`src/rtl/regfile_mp.sv`:
```
// RISC-V integer register file: two combinational read ports, one byte-enabled write port,
// optional same-cycle write bypass and a hardware clear sweep that runs out of reset or on clr.
module regfile_mp #(
   parameter int unsigned           DATA_WIDTH = 32,
   parameter int unsigned           ADDR_WIDTH = 5,
   parameter int unsigned           REG_COUNT  = 32,
   parameter int unsigned           BYPASS     = 1,
   parameter int unsigned           SP_IDX     = 2,
   parameter logic [DATA_WIDTH-1:0] SP_INIT    = DATA_WIDTH'(32'h0000_3FFC)
) (
   input  logic                    CLK,
   input  logic                    rst,
   input  logic                    clr,
   input  logic                    WE3,
   input  logic [DATA_WIDTH/8-1:0] BE3,
   input  logic [ADDR_WIDTH-1:0]   A3,
   input  logic [DATA_WIDTH-1:0]   WD3,
   input  logic [ADDR_WIDTH-1:0]   A1,
   input  logic [ADDR_WIDTH-1:0]   A2,
   output logic [DATA_WIDTH-1:0]   RD1,
   output logic [DATA_WIDTH-1:0]   RD2,
   output logic                    busy
);

   localparam int unsigned NB = DATA_WIDTH / 8;

   typedef logic [DATA_WIDTH-1:0] word_t;
   typedef logic [ADDR_WIDTH-1:0] addr_t;
   typedef enum logic {S_IDLE, S_CLEAR} state_t;

   localparam addr_t                 LAST_IDX = addr_t'(REG_COUNT - 1);
   localparam logic [ADDR_WIDTH:0]   REG_LIM  = (ADDR_WIDTH + 1)'(REG_COUNT);

   state_t state_q, state_d;
   addr_t  idx_q, idx_d;
   // Register 0 has no storage; the array starts at index 1.
   word_t  mem_q [1:REG_COUNT-1];
   word_t  mem_d [1:REG_COUNT-1];
   logic   wr_hit;

   function automatic word_t merge(input word_t old_v, input word_t new_v,
                                   input logic [NB-1:0] be);
      word_t r;
      r = old_v;
      for (int unsigned k = 0; k < NB; k++) begin
         if (be[k]) r[8*k +: 8] = new_v[8*k +: 8];
      end
      return r;
   endfunction

   assign busy   = (state_q == S_CLEAR);
   assign wr_hit = (state_q == S_IDLE) && !clr && WE3 && (A3 != '0) && ({1'b0, A3} < REG_LIM);

   always_comb begin
      state_d = state_q;
      idx_d   = idx_q;
      mem_d   = mem_q;
      if (rst) begin
         state_d = S_CLEAR;
         idx_d   = '0;
      end else begin
         case (state_q)
            S_CLEAR: begin
               for (int unsigned i = 1; i < REG_COUNT; i++) begin
                  if (idx_q == addr_t'(i)) mem_d[i] = (i == SP_IDX) ? SP_INIT : '0;
               end
               if (clr) begin
                  idx_d = '0;
               end else if (idx_q == LAST_IDX) begin
                  state_d = S_IDLE;
                  idx_d   = '0;
               end else begin
                  idx_d = idx_q + 1'b1;
               end
            end
            default: begin
               if (clr) begin
                  state_d = S_CLEAR;
                  idx_d   = '0;
               end else if (wr_hit) begin
                  for (int unsigned i = 1; i < REG_COUNT; i++) begin
                     if (A3 == addr_t'(i)) mem_d[i] = merge(mem_q[i], WD3, BE3);
                  end
               end
            end
         endcase
      end
   end

   // Unmatched addresses (x0 and >= REG_COUNT) fall through to zero.
   always_comb begin
      RD1 = '0;
      RD2 = '0;
      for (int unsigned i = 1; i < REG_COUNT; i++) begin
         if (A1 == addr_t'(i)) RD1 = mem_q[i];
         if (A2 == addr_t'(i)) RD2 = mem_q[i];
      end
      if (BYPASS != 0 && wr_hit) begin
         if (A1 == A3) RD1 = merge(RD1, WD3, BE3);
         if (A2 == A3) RD2 = merge(RD2, WD3, BE3);
      end
      if (busy) begin
         RD1 = '0;
         RD2 = '0;
      end
   end

   always_ff @(posedge CLK) begin
      state_q <= state_d;
      idx_q   <= idx_d;
      mem_q   <= mem_d;
   end

endmodule

```
`config.mk`:
```
export PLATFORM = sky130hd
export DESIGN_NAME = regfile_mp
export DESIGN_NICKNAME = d
export VERILOG_FILES = /design/src/rtl/regfile_mp.sv
export SDC_FILE = /design/constraint.sdc
export NUM_CORES = 2
export LEC_CHECK = 0
export ABC_AREA = 1
export CELL_PAD_IN_SITES_DETAIL_PLACEMENT = 0
export CELL_PAD_IN_SITES_GLOBAL_PLACEMENT = 1
export CORE_ASPECT_RATIO = 2
export CORE_UTILIZATION = 50
export CTS_BUF_LIST = sky130_fd_sc_hd__clkbuf_8
export CTS_CLUSTER_SIZE = 40
export DETAILED_ROUTE_END_ITERATION = 8
export MAX_ROUTING_LAYER = met4
export PLACE_DENSITY_LB_ADDON = 0.1
export SETUP_SLACK_MARGIN = 0.5
export SLEW_MARGIN = 30
export SYNTH_ARGS = -nofsm -noshare
export SYNTH_HDL_FRONTEND = slang
export SYNTH_SLANG_ARGS = --single-unit
```
`constraint.sdc`:
```
create_clock -name CLK -period 7.2 [get_ports CLK]
set_clock_uncertainty 0.15 [all_clocks]
set_input_delay 1.44 -clock CLK [delete_from_list [all_inputs] [get_ports CLK]]
set_output_delay 1.44 -clock CLK [all_outputs]
set_load 0.1 [all_outputs]
```
After elaboration in Yosys (flattened, before gate mapping)
Cells that the tools add are included.
Widths: inputs -> output; s select.
Storage, ports and cells
  input bits: 55
  register bits after elaboration: 998
  output and inout bits: 65
  word-level logic and storage cells: 606
Cells by class
  multiplexer cells: 153
  equality and inequality tests: 158
  reduce and logical (&&, ||, !) cells: 166
  bitwise gates (word level): 2
  add/sub/neg operators: 1
Operator list (number)
  $mux 32: 130
  $mux 992: 3
  $reduce_and 6->1: 124
  $eq 5x5->1 const B: 64
  $eq 5x4->1 const B: 32
  $mux 8: 12
  $eq 5x3->1 const B: 16
  $reduce_bool 2->1: 37
  $ne 2x1->1 const B: 32
  $eq 5x2->1 const B: 8
  $eq 5x1->1 const B: 4
  $mux 5: 4
  $eq 5x5->1: 2
  $add 5x1->5 const B: 1
  $reduce_bool 5->1: 1
  $mux 1: 4
  $logic_and 1x1->1: 3
  $not 1->1: 2
  $logic_not 1->1: 1

Depth between registers and ports, before layout
  word-level depth: 36
  depth in mapped cells: 26
  mapped depth without buffers: 24

Worst setup path after synthesis
No wires, ideal clock.
  kind: input to output
  from: in A2[0]
  to: out RD2[16]
  arrival time: 4.664 ns
  data required time: 5.610 ns
  buffers on the path: 3
  setup slack: 0.946 ns
  cell stages on the path: 23
  cell sequence: buf_4 inv_2 nor2_4 inv_2 nor2_1 inv_2 nor2_1 buf_2 buf_1 nand2_1 nand4_1 nor2_1 nand4_1 nand2_1 nand3_1 nand2_1 nand4_1 nand2_1 nand4_1 nor2_1 nand4_1 nand2_1 a21oi_1
On the way
  cells in the longest elaborated chain, start to end: 36
  elaborated cells between the ends (all ways): 67
  those cells by class: 32 x eq/ne; 35 x mux
RTL lines
  start: declaration: line 19  | input logic [ADDR_WIDTH-1:0] A2,
  $eq 5x1->1: line 96  | if (A2 == addr_t'(i)) RD2 = mem_q[i];
  $mux 32 (31 in a row): line 96
  $mux 8: line 46  | if (be[k]) r[8*k +: 8] = new_v[8*k +: 8];
  $mux 32: line 100  | if (A2 == A3) RD2 = merge(RD2, WD3, BE3);
  $mux 32 (*): line 98  | if (BYPASS != 0 && wr_hit) begin
  $mux 32 (*): line 102  | if (busy) begin
  end: declaration: line 21  | output logic [DATA_WIDTH-1:0] RD2,
Mark *: on every way between the ends. The rest lies on a longest branch, timed or not.

Worst setup path after layout
  from: in A1[0]
  to: out RD1[30]
On the way
  cells in the longest elaborated chain, start to end: 36
  elaborated cells between the ends (all ways): 67
  those cells by class: 32 x eq/ne; 35 x mux
RTL lines
  start: declaration: line 18  | input logic [ADDR_WIDTH-1:0] A1,
  $eq 5x1->1: line 95  | if (A1 == addr_t'(i)) RD1 = mem_q[i];
  $mux 32 (31 in a row): line 95
  $mux 8: line 46
  $mux 32: line 99  | if (A1 == A3) RD1 = merge(RD1, WD3, BE3);
  $mux 32 (*): line 98
  $mux 32 (*): line 102
  end: declaration: line 20  | output logic [DATA_WIDTH-1:0] RD1,
Marked as above.

==> results_tabular.tex <==
\begin{tabular}{lr}
\hline
Metric & Value \\
\hline
\multicolumn{2}{l}{\textbf{Clock network}} \\
Total clock sinks & 998 \\
Quantity of hold-fixing buffers added after cts & 0 \\
TritonCTS clock tree & yes \\
Clock transition at path regs & approximately 60 ps \\
Clock latency on the worst-skew pair & 880 ps \\
CTS Buf Count & 147 \\
CTS Root Buffer Type & clkbuf\_8 \\
Maximum level of the CTS H-tree & 4 \\
Maximum number of buffers from clock root to sink & 3 \\
\multicolumn{2}{l}{\textbf{Timing}} \\
Final worst-path cycle share & 93.0\% \\
Worst-margin pin slew & 1050 ps \\
Remaining max-slew budget at the tightest pin & 29.7\% \\
Total count of max-transition violations in the final report & 0 \\
Final setup violation count & 0 \\
Shortest period the worst path allows & around 6700 ps \\
Number of endpoints with negative hold slack in the final report & 0 \\
RSZ-0062 raised after global routing & yes \\
Peak Freq & 0.149 GHz \\
Total Negative Setup Slacks & 0 ps \\
\multicolumn{2}{l}{\textbf{Logic synthesis}} \\
Per-instance average area after synthesis & 9.01 um2 \\
Synthesized flop and latch total & 998 \\
Post-synth EDFFs & between 900 and 1000 \\
Fraction of the yosys area taken by sequential cells & 61.6\% \\
Syn Std Cell Area & 0.0486 mm2 \\
Number of distinct library cells after synthesis & 41 \\
Top\_reg\_cell synth & edfxtp\_1 \\
Number of standard cells after synthesis & 5392 \\
Fraction of registers with async set or reset after synthesis & 0\% \\
Net count after synthesis & 5453 \\
Count of yosys warnings during synthesis & 0 \\
\multicolumn{2}{l}{\textbf{Setup path}} \\
Type of destination of the critical path & primary output \\
Worst r2r src & busy \\
Type of the worst setup path & in -> out \\
CP Launch Type & input pin \\
Crit path DAT & a little over 5000 ps \\
Critical Path Start & A1[0] \\
Max FO, Critical Path & 14 \\
Worst EP required & 5610 ps \\
Register-to-register setup slack & 2910 ps \\
\multicolumn{2}{l}{\textbf{Cells and area}} \\
Filler cell count & 8606 \\
Share of cells above drive strength 1 & 14.3\% \\
Footprint of the flip-flops and latches & 0.0299 mm2 \\
Final standard cell area without fillers & approximately 0.057 mm2 \\
Most frequent standard cell in the layout excluding fill and tap cells & nand2\_1 \\
Area overhead of the layout relative to synthesis & 18.0\% \\
Top library cells by usage in the layout, fill and taps aside & nand2\_1 (1772), edfxtp\_1 (992), nor2\_1 (777), inv\_1 (510), nand4\_1 (475) \\
Util after Layout & 59.5\% \\
Nets@finish & 5818 \\
Multi-input logic area & 0.0163 mm2 \\
\multicolumn{2}{l}{\textbf{Detailed routing}} \\
Via density & about 5.8 \\
Routed via count & 40893 \\
Wire length after detailed routing & between 200000 and 250000 um \\
Pre-antenna DRT Iters & 6 \\
Starting DRC count in detailed routing & 3412 \\
Post-detailed-route count of antenna-violating nets & 0 \\
Remaining DRCs & 0 \\
Average wire length per cell after detail routing & 28.3 um \\
\multicolumn{2}{l}{\textbf{Pwr}} \\
Internal Power & 8700 uW \\
Sequential fraction of design power & 53.9\% \\
Logic gate share of total power & 8.6\% \\
Switching Fraction & around a quarter \\
Clock network fraction of design power & 37.5\% \\
Worst vdd ir & 0.000198 V \\
Net load switching power & 3000 uW \\
Leakage Power & $\sim$0.022 uW \\
Pwr Density & approximately 200 mW/mm2 \\
\multicolumn{2}{l}{\textbf{Die}} \\
Floorplan die width & 222 um \\
Boundary pin count & 120 \\
Row cnt & approximately 160 \\
Effective utilization at floorplan & between 50\% and 60\% \\
Area of the core & about 0.096 mm2 \\
Die Span Y & roughly 440 um \\
Total Die Area & $\sim$0.098 mm2 \\
\multicolumn{2}{l}{\textbf{Run status}} \\
Run status & complete, no violations \\
\multicolumn{2}{l}{\textbf{Placement}} \\
Total cell area at the placement stage & 0.0536 mm2 \\
Final GP Congestion & 0.998 \\
Detailed-placement wirelength estimate & 150000 um \\
I/O Buffers & between 100 and 150 \\
\multicolumn{2}{l}{\textbf{Global route}} \\
Combined global-route utilization of all metal layers & 42.2\% \\
First-pass GRT wire length & 282000 um \\
Antenna violations before repair & 18 \\
Congestion Overflow GR & 0 \\
Largest net degree at the start of global routing & 53 \\
Vias in the first global route & approximately 40000 \\
\multicolumn{2}{l}{\textbf{Job}} \\
Count of max-cap constraint violations & 0 \\
\multicolumn{2}{l}{\textbf{Min path}} \\
Class of the tightest hold or removal check & reg -> reg \\
Startpoint of the worst hold path & idx\_q[4] \\
\hline
\end{tabular}
## power groups by stage
stage                     clock network [uW]  logic, uW  registers (uW)
after floorplan                            0        411            6430
after global placement                     0        910            6430
after detailed placement                   0        910            6430
after CTS                               4420        926            6310
after global routing                    4630       1040            6300
final                                   4390       1010            6310
## through the flow
step	hold WS, ps	total power (uW)	setup slack [ps]	cells
after floorplan	326	6840	946	5392
after global placement	361	7340	70.5	6774
after detailed placement	365	7340	119	6774
after CTS	374	11600	501	7037
after global routing	399	12000	348	7092
final	375	11700	501	7093
## worst max-delay path: stages
cell	delay, ps
buf_8	100
buf_8	130
nand2_4	80
nor3_4	50
buf_4	130
buf_6	120
bufbuf_16	300
nand2_1	70
nand4_1	100
nor2_1	150
nand4_1	120
nor2_1	150
nand4_1	150
nor2_2	150
nand4_1	120
nor2_2	140
nand4_1	100
nand2_1	90
nand3_1	90
nand2_1	100
nand3_2	70
nand2_2	110
nand4_1	420
nand2_4	370
inv_4	50
buf_12	160
## sequential cells by signal, summed over array words and instances (netlist names)
register  flops
mem_q       992
busy          1
idx_q         5
## final cells by class
cell class              count  area share, %
diodes                     15         0.0655
clock buffers             150           3.60
clock inverters            98          0.962
inverters                 518           3.45
multi-input cells        3645           28.5
flip-flops and latches    998           52.2
well taps                1222           2.67
repair buffers            447           8.60
## cells in the mapped netlist (6+ instances only)
cell type / count / share of area, %
nor2_2: 6 / 0.077
inv_2: 28 / 0.22
buf_1: 16 / 0.12
inv_1: 482 / 3.7
buf_2: 27 / 0.28
nand3_1: 121 / 1.2
clkinv_1: 8 / 0.062
nand4_1: 475 / 6.1
edfxtp_1: 992 / 61
a21oi_1: 138 / 1.4
nor2_1: 876 / 6.8
dfxtp_1: 6 / 0.25
nor3b_1: 7 / 0.11
ha_1: 6 / 0.15
clkbuf_1: 180 / 1.4
or2_2: 62 / 0.80
o22ai_1: 25 / 0.32
nor3_1: 9 / 0.093
nand2_1: 1799 / 14
buf_4: 6 / 0.093
o21ai_0: 86 / 0.89
## cells by family after synthesis
logic type                 share of synthesized area, %
buffers and inverters                              5.93
adders and majority gates                         0.155
xor gates and xnor gates                         0.0541
and+or+nand+nor                                    29.5
AOI/OAI and AO/OA                                  2.75
DFF                                                61.6
## per-layer routing
metal | track usage, % | vias to the layer above | part of all wire, %
met4 | 43.7 | 0 | 13
met1 | 37.0 | 19443 | 30
li1 | - | 18720 | -
met2 | 71.8 | 1851 | 50
met3 | 9.32 | 879 | 6.3
met5 | - | - | 0
## final timing paths
kind	to	depth (start not counted)
worst min-delay path	idx_q[4]	2
worst max-delay path	RD1[30]	26
worst min register to register	idx_q[4]	2
worst max register to register	mem_q[127]	6
## repair_timing
action / CTS / global route
gates resized for setup: 51 / 148
setup buffers: 10 / 38
pin swaps: 33 / 107
gates cloned: 5 / 3
setup endpoints to repair: 56 / 49
Note: power is estimated with default switching activity, not from simulation.
